==> config.mk <==
export PLATFORM = sky130hd
export DESIGN_NAME = instr_fetch
export DESIGN_NICKNAME = d
export VERILOG_FILES = /design/src/rtl/instr_fetch_pkg.sv /design/src/rtl/fetch_queue.sv /design/src/rtl/instr_fetch.sv
export SDC_FILE = /design/constraint.sdc
export NUM_CORES = 1
export LEC_CHECK = 0
export ABC_AREA = 0
export CAP_MARGIN = 20
export CORE_ASPECT_RATIO = 0.7
export CORE_MARGIN = 2
export CORE_UTILIZATION = 38
export DETAILED_ROUTE_END_ITERATION = 8
export GPL_TIMING_DRIVEN = 0
export HOLD_SLACK_MARGIN = 0.06
export PLACE_DENSITY = 0.62
export SLEW_MARGIN = 5
export SYNTH_ARGS = -nofsm -noshare
export SYNTH_HDL_FRONTEND = slang
export SYNTH_HIERARCHICAL = 1
export SYNTH_SLANG_ARGS = --single-unit
==> constraint.sdc <==
create_clock -name clk -period 6.8 [get_ports clk]
set_input_delay 1.36 -clock clk [delete_from_list [all_inputs] [get_ports clk]]
set_output_delay 1.36 -clock clk [all_outputs]
set_load 0.01 [all_outputs]
==> src/rtl/instr_fetch_pkg.sv <==
// Shared widths, reset constants and the fetch queue entry type for the fetch stage.
package instr_fetch_pkg;

    localparam int ADDRESS_BUS_WIDTH = 16;
    localparam int INSTRUCTION_WIDTH = 33;
    localparam int FETCH_Q_DEPTH     = 2;
    localparam int COUNT_WIDTH       = 2;

    localparam logic [ADDRESS_BUS_WIDTH-1:0] RESET_VECTOR = ADDRESS_BUS_WIDTH'(1024);

    // One decoded-ready item: the instruction word and the address it came from.
    typedef struct packed {
        logic [INSTRUCTION_WIDTH-1:0] instr;
        logic [ADDRESS_BUS_WIDTH-1:0] pc;
    } fetch_entry_t;

    // Sequential fetch address; wraps silently at the top of the address space.
    function automatic logic [ADDRESS_BUS_WIDTH-1:0] next_pc(input logic [ADDRESS_BUS_WIDTH-1:0] pc);
        return pc + ADDRESS_BUS_WIDTH'(1);
    endfunction

endpackage

==> src/rtl/fetch_queue.sv <==
// Two-entry FIFO of {instr, pc} between the RAM capture point and decode.
// slot0 is always the head; it keeps its old contents when the queue drains
// or is flushed, so the head outputs hold their last value while empty.
module fetch_queue
    import instr_fetch_pkg::*;
(
    input  logic                   clk,
    input  logic                   rst,
    input  logic                   push,
    input  fetch_entry_t           push_entry,
    input  logic                   pop,
    input  logic                   flush,
    output logic [COUNT_WIDTH-1:0] count,
    output logic                   head_valid,
    output fetch_entry_t           head
);

    localparam logic [COUNT_WIDTH-1:0] EMPTY = COUNT_WIDTH'(0);
    localparam logic [COUNT_WIDTH-1:0] ONE   = COUNT_WIDTH'(1);
    localparam logic [COUNT_WIDTH-1:0] FULL  = COUNT_WIDTH'(FETCH_Q_DEPTH);

    fetch_entry_t slot0;
    fetch_entry_t slot1;
    logic         pop_eff;
    logic         push_eff;

    assign pop_eff    = pop & (count != EMPTY);
    assign push_eff   = push & ((count != FULL) | pop_eff);
    assign head_valid = (count != EMPTY);
    assign head       = slot0;

    // Storage and occupancy update; flush empties the queue but leaves slot data untouched.
    always_ff @(posedge clk or posedge rst) begin
        if (rst) begin
            slot0 <= '0;
            slot1 <= '0;
            count <= EMPTY;
        end else if (flush) begin
            count <= EMPTY;
        end else begin
            case ({push_eff, pop_eff})
                2'b10: begin
                    if (count == EMPTY) begin
                        slot0 <= push_entry;
                    end else begin
                        slot1 <= push_entry;
                    end
                    count <= count + ONE;
                end
                2'b01: begin
                    if (count == FULL) begin
                        slot0 <= slot1;
                    end
                    count <= count - ONE;
                end
                2'b11: begin
                    if (count == ONE) begin
                        slot0 <= push_entry;
                    end else begin
                        slot0 <= slot1;
                        slot1 <= push_entry;
                    end
                end
                default: begin
                end
            endcase
        end
    end

    // The issue throttle upstream must make a push into a full queue impossible.
    no_overflow: assert property (@(posedge clk) disable iff (rst)
        !(push && !flush && !pop_eff && count == FULL));

endmodule

==> src/rtl/instr_fetch.sv <==
// Instruction fetch stage: owns the PC, issues reads to the instruction RAM,
// captures the word returned one clock later and queues it for decode.
// A redirect from execute reloads the PC and discards all wrong-path work.
module instr_fetch
    import instr_fetch_pkg::*;
(
    input  logic                         clk,
    input  logic                         rst,
    output logic [ADDRESS_BUS_WIDTH-1:0] imem_addr,
    output logic                         imem_read_not_write,
    input  logic [INSTRUCTION_WIDTH-1:0] imem_data,
    input  logic                         fetch_en,
    input  logic                         redirect_valid,
    input  logic [ADDRESS_BUS_WIDTH-1:0] redirect_pc,
    output logic                         instr_valid,
    input  logic                         instr_ready,
    output logic [INSTRUCTION_WIDTH-1:0] instr,
    output logic [ADDRESS_BUS_WIDTH-1:0] instr_pc
);

    logic [ADDRESS_BUS_WIDTH-1:0] fetch_pc;
    logic                         inflight;
    logic [ADDRESS_BUS_WIDTH-1:0] inflight_pc;
    logic [COUNT_WIDTH-1:0]       q_count;
    logic [2:0]                   occupancy;
    logic                         pop;
    logic                         issue;
    logic                         capture;
    fetch_entry_t                 capture_entry;
    fetch_entry_t                 head_entry;

    assign imem_addr           = fetch_pc;
    assign imem_read_not_write = 1'b1;

    // Occupancy counts queued words plus the one in flight, minus the head leaving
    // this edge; issuing only below 2 guarantees the returning word a free slot.
    assign pop       = instr_valid & instr_ready;
    assign occupancy = {1'b0, q_count} + {2'b00, inflight} - {2'b00, pop};
    assign issue     = fetch_en & ~redirect_valid & (occupancy < 3'd2);
    assign capture   = inflight & ~redirect_valid;

    assign capture_entry.instr = imem_data;
    assign capture_entry.pc    = inflight_pc;

    assign instr    = head_entry.instr;
    assign instr_pc = head_entry.pc;

    // PC and in-flight tracking; a redirect wins over issue and drops the returning word.
    always_ff @(posedge clk or posedge rst) begin
        if (rst) begin
            fetch_pc    <= RESET_VECTOR;
            inflight    <= 1'b0;
            inflight_pc <= '0;
        end else if (redirect_valid) begin
            fetch_pc <= redirect_pc;
            inflight <= 1'b0;
        end else if (issue) begin
            fetch_pc    <= next_pc(fetch_pc);
            inflight    <= 1'b1;
            inflight_pc <= fetch_pc;
        end else begin
            inflight <= 1'b0;
        end
    end

    fetch_queue u_queue (
        .clk        (clk),
        .rst        (rst),
        .push       (capture),
        .push_entry (capture_entry),
        .pop        (pop),
        .flush      (redirect_valid),
        .count      (q_count),
        .head_valid (instr_valid),
        .head       (head_entry)
    );

endmodule

Word level (Yosys, flattened, before mapping) --
Cells that the tools add are included.
Storage, ports and cells: register bits 133, bits in latches 0, RAM bits 0, bits in read-only memories 0, output and inout bits 67, memories 0
Cells by class: $add $sub $neg 5, multiply operators 0, div/mod/pow operators 0, magnitude comparators 1, equal/unequal tests 10, shift operators 0, muxes and demuxes 13, bitwise logic cells 8, reductions and logical operators 9
Operators by type and width (number):
- 49-bit two-way mux | 5
- 49-bit case mux with 3 select lines | 1
- 49-bit case mux with 2 select lines | 1
- 16-bit two-way mux | 2
- 16-bit by 1-bit adder with 16-bit output (second input constant) | 1
- 4-bit AND reduction | 2
- 1-bit bitwise AND | 6
- 2-bit == test (second input constant) | 3
- 2-bit != test (second input constant) | 3
- 2-bit nonzero test | 3
- 3-bit nonzero test | 2
- 2-bit by 1-bit == test with 1-bit output (second input constant) | 2
- 2-bit by 1-bit != test with 1-bit output (second input constant) | 2
- 2-bit case mux with 2 select lines | 1
- 2-bit by 1-bit adder with 3-bit output | 1
- 3-bit by 2-bit < comparator with 1-bit output (second input constant) | 1
- 3-bit by 1-bit subtractor with 3-bit output | 1
- 2-bit by 1-bit adder with 2-bit output (second input constant) | 1
- 2-bit logical NOT | 1
- 1-bit two-way mux | 2
- 2-bit two-way mux | 1
- 2-bit AND reduction | 1
- 2-bit by 1-bit subtractor with 2-bit output (second input constant) | 1
- 1-bit inverter | 1
- 1-bit bitwise OR | 1

Depth between registers and ports, before layout --
Gate-level depths: netlist (run 1).
depth after elaboration 8, depth in mapped cells 12, mapped depth without buffers 11

By module --
Netlist (run 1), hierarchy kept.
By module, submodules not included:
- fetch_queue | instances 1, cells an instance 341, area an instance 4259.1 µm², sequential area each 2502.4 µm²
- instr_fetch | instances 1, cells an instance 146, area an instance 1695.4 µm², sequential area each 827.0 µm²

Least setup slack after synthesis (run 1) --
Ideal clock, no wire load.
kind in2reg, from input instr_ready, to register inflight_pc[0], setup time 0.125 ns, arrival time 3.468 ns, path slack 3.207 ns, stages 9, buffers on the path 2, cell sequence and2_1 > ha_1 > nand2b_1 > fa_1 > xnor2_4 > and3_4 > buf_6 > buf_12 > mux2_4
On the way: longest elaborated chain between the ends 5
RTL lines:
- from (decl) | line instr_fetch.sv:16 | input logic instr_ready,
- 1-bit bitwise AND | line instr_fetch.sv:37 | assign pop = instr_valid & instr_ready;
- 3-bit by 1-bit subtractor with 3-bit output | line instr_fetch.sv:38 | assign occupancy = {1'b0, q_count} + {2'b00, inflight} - {2'b00, pop};
- 3-bit by 2-bit < comparator with 1-bit output | line instr_fetch.sv:39 | assign issue = fetch_en & ~redirect_valid & (occupancy < 3'd2);
- 1-bit bitwise AND | line instr_fetch.sv:39
- 2-bit AND reduction (no source line)
- to (signal assigned) | line instr_fetch.sv:60 | inflight_pc <= fetch_pc;
- to (decl) | line instr_fetch.sv:23 | logic [ADDRESS_BUS_WIDTH-1:0] inflight_pc;
Every way passes these cells. A chain may end at the register's enable or synchronous reset.

Final worst setup path (run 1) --
from input instr_ready, to register inflight_pc[1]
On the way: longest elaborated chain between the ends 5
RTL lines:
- 1-bit bitwise AND | line instr_fetch.sv:37
- net pop | line instr_fetch.sv:26 | logic pop;
- 3-bit by 1-bit subtractor with 3-bit output | line instr_fetch.sv:38
- 3-bit by 2-bit < comparator with 1-bit output | line instr_fetch.sv:39
- 1-bit bitwise AND | line instr_fetch.sv:39
- 2-bit AND reduction (no source line)
The timed path passes the listed nets, and every way through them passes these cells.

==> out/metrics.cfg, run 1 <==
[logic_synthesis]
synthFlopType = dfrtp_1
synth_edf_count = 0
synth_cell_type_count = 44
synth_seq_cells = 133
synthArstFlopShare_pct = 100
yosys_warnings = 6
synth_seq_area_share_pct = 55.9
syn_nets = 547
syn_inst = 487
syn_avg_cell_area_um2 = 12.2
syn_area_um2 = 5950

[placement]
place_area_um2 = 7450
hpwl_mm = 10.2
port_buffers = 119
dp.cells = 808
gp_congestion = 0.824

[worst_setup_path]
start_kind = input port
cp-startpoint = instr_ready
cp_cell_sequence = clkdlybuf4s50_1 > and2_1 > ha_1 > nand2b_1 > fa_1 > xnor2_4 > and3_4 > buf_6 > buf_12 > mux2_4
crit_type = input port to register
r2r-start = u_queue/count[1]
critPathSlowestCell = clkdlybuf4s50_1
crit_fanout = 10
worst-endpoint-required_ns = 7.09
slowest_delay_ns = 0.45
cp.arrival_ns = 4.16
end_kind = register

[clock_network]
cts_hold_buf = 0
clock-root-buffer = clkbuf_16
postCtsSetupBuffers = 0
cts.sinks = 133
tritoncts = built
h-tree-depth = 4
clock_latency_ns = 0.41
clk_pin_slew_ns = 0.06
cts_resized = 0
clockBufferDepth = 2
numCtsBuffers = 17

[die]
die_w_um = 154
io_pins = 121
die_area_um2 = 16700
std_cell_rows = 38
die_y_um = 109
initial_core_util_pct = 38.7
coreArea_um2 = 15400

[timing]
fmax_mhz = 259
relSlewSlack_pct = 55.2
setup_viol = 0
hold_violations = 0
holdWs_ns = 0.503
period_share_pct = 56.8
grt_setup_unrepaired = no
drv_slew = 0
clock_skew_ns = 0.0117
setup_tns_ns = 0
period_minus_slack_ns = 3.86
tightest_slew_ns = 0.671

[power_and_ir_drop]
powerDensity_nw_per_um2 = 397
leakage_uw = 0.00380
power_uw = 3190
ir_drop_uv = 168

[layout]
final_net_count = 687
area_growth_pct = 34.9
drive_gt1_share_pct = 20.2
fin_cells = 840
layout_common_cells = dfrtp_1 (132), clkdlybuf4s50_1 (119), nor2_1 (61)
fin_area_um2 = 8030
antennaDiodeCount = 0
mostFrequentLayoutCell = dfrtp_1

[grt]
overflow = 0
grt_usage_pct = 18.0
grt_pass1_vias = 4456
grt_pass1_wl_mm = 23.4
grt_max_degree = 53
grt_antenna_before_repair = 0

[drt]
drc = 0
vias = 4296
drtPass1Iterations = 4
drt_wl_total_mm = 14.4
viasPerCell = 5.11
ant_nets = 0
drt-initial-drc-count = 181
routedWlPerCell_um = 17.1

[status]
status = finished clean

[job]
cap_violations = 0

[hold_path]
worstHoldStart = u_queue/slot1[25]
hold_class = register to register

registers in the layout, summed over array words and instances (netlist names):
register	count
imem_addr	16
inflight	1
inflight_pc	16
u_queue/count	2
u_queue/head	49
u_queue/slot1	49
final timing paths:
path	cells past startpoint	slack [ns]	end
worst min-delay path	1	0.50	u_queue/slot1[25]
worst max register to register	12	3.23	inflight_pc[1]
min in group asynchronous	2	1.37	inflight_pc[10]
worst max-delay path	10	2.94	inflight_pc[1]
worst min register to register	1	0.50	u_queue/slot1[25]
max in group asynchronous	3	4.69	u_queue/head[42]
per-layer routing:
| metal | part of all wire [%] | track usage, % | vias up |
|---|---|---|---|
| met3 | 6.2 | 4.49 | 19 |
| met1 | 48 | 25.2 | 2141 |
| met4 | 1.3 | 5.96 | 0 |
| li1 | - | - | 2005 |
| met5 | 0 | 0 | - |
| met2 | 45 | 27.6 | 131 |
cell families (layout without fill, tap and decap cells):
group / Yosys count / count (layout) / synth area share, %
other: 1 / 1 / 0.0630
AND/OR/NAND/NOR: 106 / 106 / 8.51
flip-flops: 133 / 133 / 55.9
multiplexers: 118 / 118 / 21.8
adder cells (fa/ha/maj): 6 / 6 / 1.39
AO/OA/AOI/OAI: 80 / 80 / 7.56
XOR/XNOR: 7 / 7 / 1.34
buffers and inverters: 36 / 189 / 3.42
critical path, delay by kind of cell:
family	cells	cell delay [ns]
multiplexers	1	0.30
XOR/XNOR	1	0.36
AND/OR/NAND/NOR	3	0.65
buffers and inverters	3	0.75
adder cells (fa/ha/maj)	2	0.73
per-stage QoR:
stage | utilization (%) | worst slack [ns]
global route | 52.2 | 2.78
finish | 52.2 | 2.94
floorplan | - | 2.82
detailed placement | 48.4 | 2.52
CTS | 52.2 | 2.96
global placement | 48.0 | 1.28
synth_stat cells (2+ instances only):
| cell type | number | area, um2 |
|---|---|---|
| dfrtp_1 | 132 | 3300 |
| nor2_1 | 61 | 229 |
| mux2_2 | 57 | 642 |
| mux2i_1 | 52 | 521 |
| a21oi_1 | 51 | 255 |
| buf_2 | 15 | 75.1 |
| nand2_1 | 13 | 48.8 |
| o21ai_0 | 10 | 50.1 |
| inv_1 | 9 | 33.8 |
| mux2_4 | 9 | 135 |
| a31oi_1 | 6 | 37.5 |
| nand3_1 | 6 | 30.0 |
| xor2_1 | 6 | 52.6 |
| clkbuf_1 | 5 | 18.8 |
| ha_1 | 5 | 62.6 |
| nand4_1 | 5 | 31.3 |
| o311ai_1 | 4 | 35.0 |
| and2_1 | 3 | 18.8 |
| buf_4 | 3 | 22.5 |
| buf_6 | 3 | 33.8 |
| nand2b_1 | 3 | 18.8 |
| or3_1 | 3 | 18.8 |
| or4_1 | 3 | 22.5 |
| a211oi_1 | 2 | 15.0 |
| o31ai_1 | 2 | 15.0 |
layout make-up:
type	count	area (um2)
Buffer	27	170
Clock buffer	19	433
Clock inverter	13	148
Fill cell	1369	7370
Inverter	9	36.3
Multi-Input combinational cell	318	2420
Sequential cell	133	3330
Tap cell	200	250
Timing Repair Buffer	121	1250
where the power goes:
part / switching [uW] / internal, uW / total (uW)
clock network: 358 / 545 / 904
logic: 399 / 570 / 969
registers: 209 / 1110 / 1320
Note: power is estimated with default switching activity, not from simulation.
==> run 2, diff against run 1 <==
==> constraint.sdc (replaced) <==
create_clock -name clk -period 3.9 [get_ports clk]
set_input_delay 0.78 -clock clk [delete_from_list [all_inputs] [get_ports clk]]
set_output_delay 0.78 -clock clk [all_outputs]
set_load 0.01 [all_outputs]
==> results of run 2 <==
Same layout as run 1 (identical final DEF). Status: finished clean.
Among the figures that moved: setup slack after placement 2.52 ns -> 0.202 ns; setup slack after layout 2.94 ns -> 0.326 ns; start point of the critical path instr_ready -> u_queue/count[1]; register-to-register setup slack 3.23 ns -> 0.33 ns; total power 3190 uW -> 5560 uW; worst IR drop on VDD 168 uV -> 292 uV
==> run 3, diff against run 2 <==
--- a/config.mk
+++ b/config.mk
@@ -13,7 +13,8 @@
 export DETAILED_ROUTE_END_ITERATION = 8
 export GPL_TIMING_DRIVEN = 0
 export HOLD_SLACK_MARGIN = 0.06
-export PLACE_DENSITY = 0.62
+export PLACE_DENSITY = 0.69
+export SKIP_CTS_REPAIR_TIMING = 1
 export SLEW_MARGIN = 5
 export SYNTH_ARGS = -nofsm -noshare
 export SYNTH_HDL_FRONTEND = slang
==> run 3 against run 2 <==
  * Sequential share of layout area is 0.064 points lower
  * Clock skew is 0.00055 ns lower
  * Setup slack worse by 0.037 ns
==> out/metrics.cfg, run 3 (synthesized netlist as in run 1, its figures left out) <==
[die]
coreArea_um2 = 15400  ; unchanged
die_y_um = 109  ; unchanged
die_w_um = 154  ; unchanged
die_area_um2 = 16700  ; unchanged
io_pins = 121  ; unchanged
initial_core_util_pct = 38.7  ; unchanged
std_cell_rows = 38  ; unchanged

[grt]
overflow = 0  ; unchanged
grt_usage_pct = 17.5  ; was 18.0%
grt_antenna_before_repair = 0  ; unchanged
grt_max_degree = 52  ; was 53
grt_pass1_wl_mm = 22.9  ; was 23.4 mm
grt_pass1_vias = 4372  ; was 4,456

[timing]
period_share_pct = 92.6  ; was 91.6%
relSlewSlack_pct = 56.4  ; was 55.2%
setup_viol = 0  ; unchanged
setup_tns_ns = 0  ; unchanged
clock_skew_ns = 0.0112  ; was 0.0117 ns
fmax_mhz = 277  ; was 280 MHz
hold_violations = 0  ; unchanged
grt_setup_unrepaired = no  ; unchanged
setup_slack_ns = 0.289  ; was 0.326 ns
drv_slew = 0  ; unchanged
holdWs_ns = 0.503  ; about the same
tightest_slew_ns = 0.654  ; was 0.671 ns
period_minus_slack_ns = 3.61  ; was 3.57 ns

[drt]
vias = 4256  ; was 4,296
drt_wl_total_mm = 14.1  ; was 14.4 mm
ant_nets = 0  ; unchanged
drtPass1Iterations = 4  ; unchanged
drc = 0  ; unchanged
drt-initial-drc-count = 178  ; was 181
routedWlPerCell_um = 16.8  ; was 17.1 um
viasPerCell = 5.07  ; was 5.11

[layout]
final_net_count = 687  ; unchanged
layout_common_cells = dfrtp_1 (132), clkdlybuf4s50_1 (119), nor2_1 (61)  ; unchanged
multiInputGateArea_um2 = 2420  ; unchanged
area_growth_pct = 35.1  ; was 34.9%
drive_gt1_share_pct = 20.3  ; was 20.2%
seqCellArea_um2 = 3330  ; unchanged
n_fill_cell = 1343  ; was 1,369
mostFrequentLayoutCell = dfrtp_1  ; unchanged
antennaDiodeCount = 0  ; unchanged

[clock_network]
cts.sinks = 133  ; unchanged
clockBufferDepth = 2  ; unchanged
numCtsBuffers = 17  ; unchanged
clock_latency_ns = 0.41  ; about the same
clk_pin_slew_ns = 0.05  ; was 0.06 ns
clock-root-buffer = clkbuf_16  ; unchanged
tritoncts = built  ; unchanged
h-tree-depth = 4  ; unchanged

[worst_setup_path]
worst-endpoint-required_ns = 4.19  ; about the same
start_kind = register  ; unchanged
crit_type = register to register  ; unchanged
cp-startpoint = u_queue/count[1]  ; unchanged
critPathSlowestCell = dfrtp_1  ; unchanged
cp_cell_sequence = inv_1 > ha_1 > inv_1 > and2_1 > ha_1 > nand2b_1 > fa_1 > xnor2_4 > and3_4 > buf_6 > buf_12 > mux2_4  ; unchanged
end_kind = register  ; unchanged
crit_fanout = 10  ; unchanged
slowest_delay_ns = 0.55  ; about the same
r2r-start = u_queue/count[1]  ; unchanged
cp.arrival_ns = 3.90  ; was 3.87 ns

[power_and_ir_drop]
powerDensity_nw_per_um2 = 691  ; was 692 nW/um2
leakage_uw = 0.00381  ; was 0.00380 uW
ir_drop_uv = 359  ; was 292 uV
power_uw = 5560  ; about the same

[placement]
place_ws_ns = 0.174  ; was 0.202 ns
port_buffers = 119  ; unchanged
hpwl_mm = 10.1  ; was 10.2 mm
gp_congestion = 0.797  ; was 0.824

[hold_path]
hold_class = register to register  ; unchanged
worstHoldStart = u_queue/slot1[21]  ; was u_queue/slot1[25]

[job]
cap_violations = 0  ; unchanged

[status]
status = finished clean  ; unchanged

-- run 3: changes by cell type in the layout (fill, tap and decap cells not counted), sizes merged --
cell	delta
inv	-2
clkinv	+2
-- run 3: area by class of cell --
type                            count  area share, %
Sequential cell                   133           41.4
Multi-Input combinational cell    318           30.1
Timing Repair Buffer              121           15.5
Clock buffer                       19           5.50
Tap cell                          200           3.11
Buffer                             27           2.11
Clock inverter                     13           1.87
Inverter                            9          0.451
-- run 3: final timing paths --
check | endpoint | cells past startpoint | slack (ns)
max reg2reg | inflight_pc[3] | 12 | 0.29
min in group asynchronous | imem_addr[12] | 2 | 0.82
min | u_queue/slot1[21] | 1 | 0.50
min reg2reg | u_queue/slot1[21] | 1 | 0.50
max | inflight_pc[3] | 12 | 0.29
max in group asynchronous | u_queue/head[35] | 3 | 2.38
-- run 3: per-layer routing --
metal  global-route usage (%)  part of all wire (%)
met3                     5.68                   5.8
met4                     4.52                  0.91
met1                     24.1                    47
met2                     27.0                    46
met5                        0                     0
-- run 3: critical path: cells and delay by family (launching register included) --
family | cells | cell delay [ns]
adders and majority gates | 3 | 1.00
and+or+nand+nor | 3 | 0.70
buffers and inverters | 4 | 0.58
DFF | 1 | 0.55
xor gates and xnor gates | 1 | 0.36
muxes | 1 | 0.30
-- run 3: power breakdown --
part / internal, uW / switching (uW) / total (uW) / leakage (uW)
clock: 968 / 619 / 1590 / 0.000278
combinational: 993 / 690 / 1680 / 0.00191
sequential: 1930 / 359 / 2290 / 0.00162
-- run 3: per-stage QoR --
step	cell area [um2]	utilization [%]	instances
after floorplan	5950	-	487
after global placement	7400	48.0	806
after detailed placement	7450	48.4	808
after CTS	8050	52.2	840
after global routing	8050	52.2	840
final	8050	52.2	840
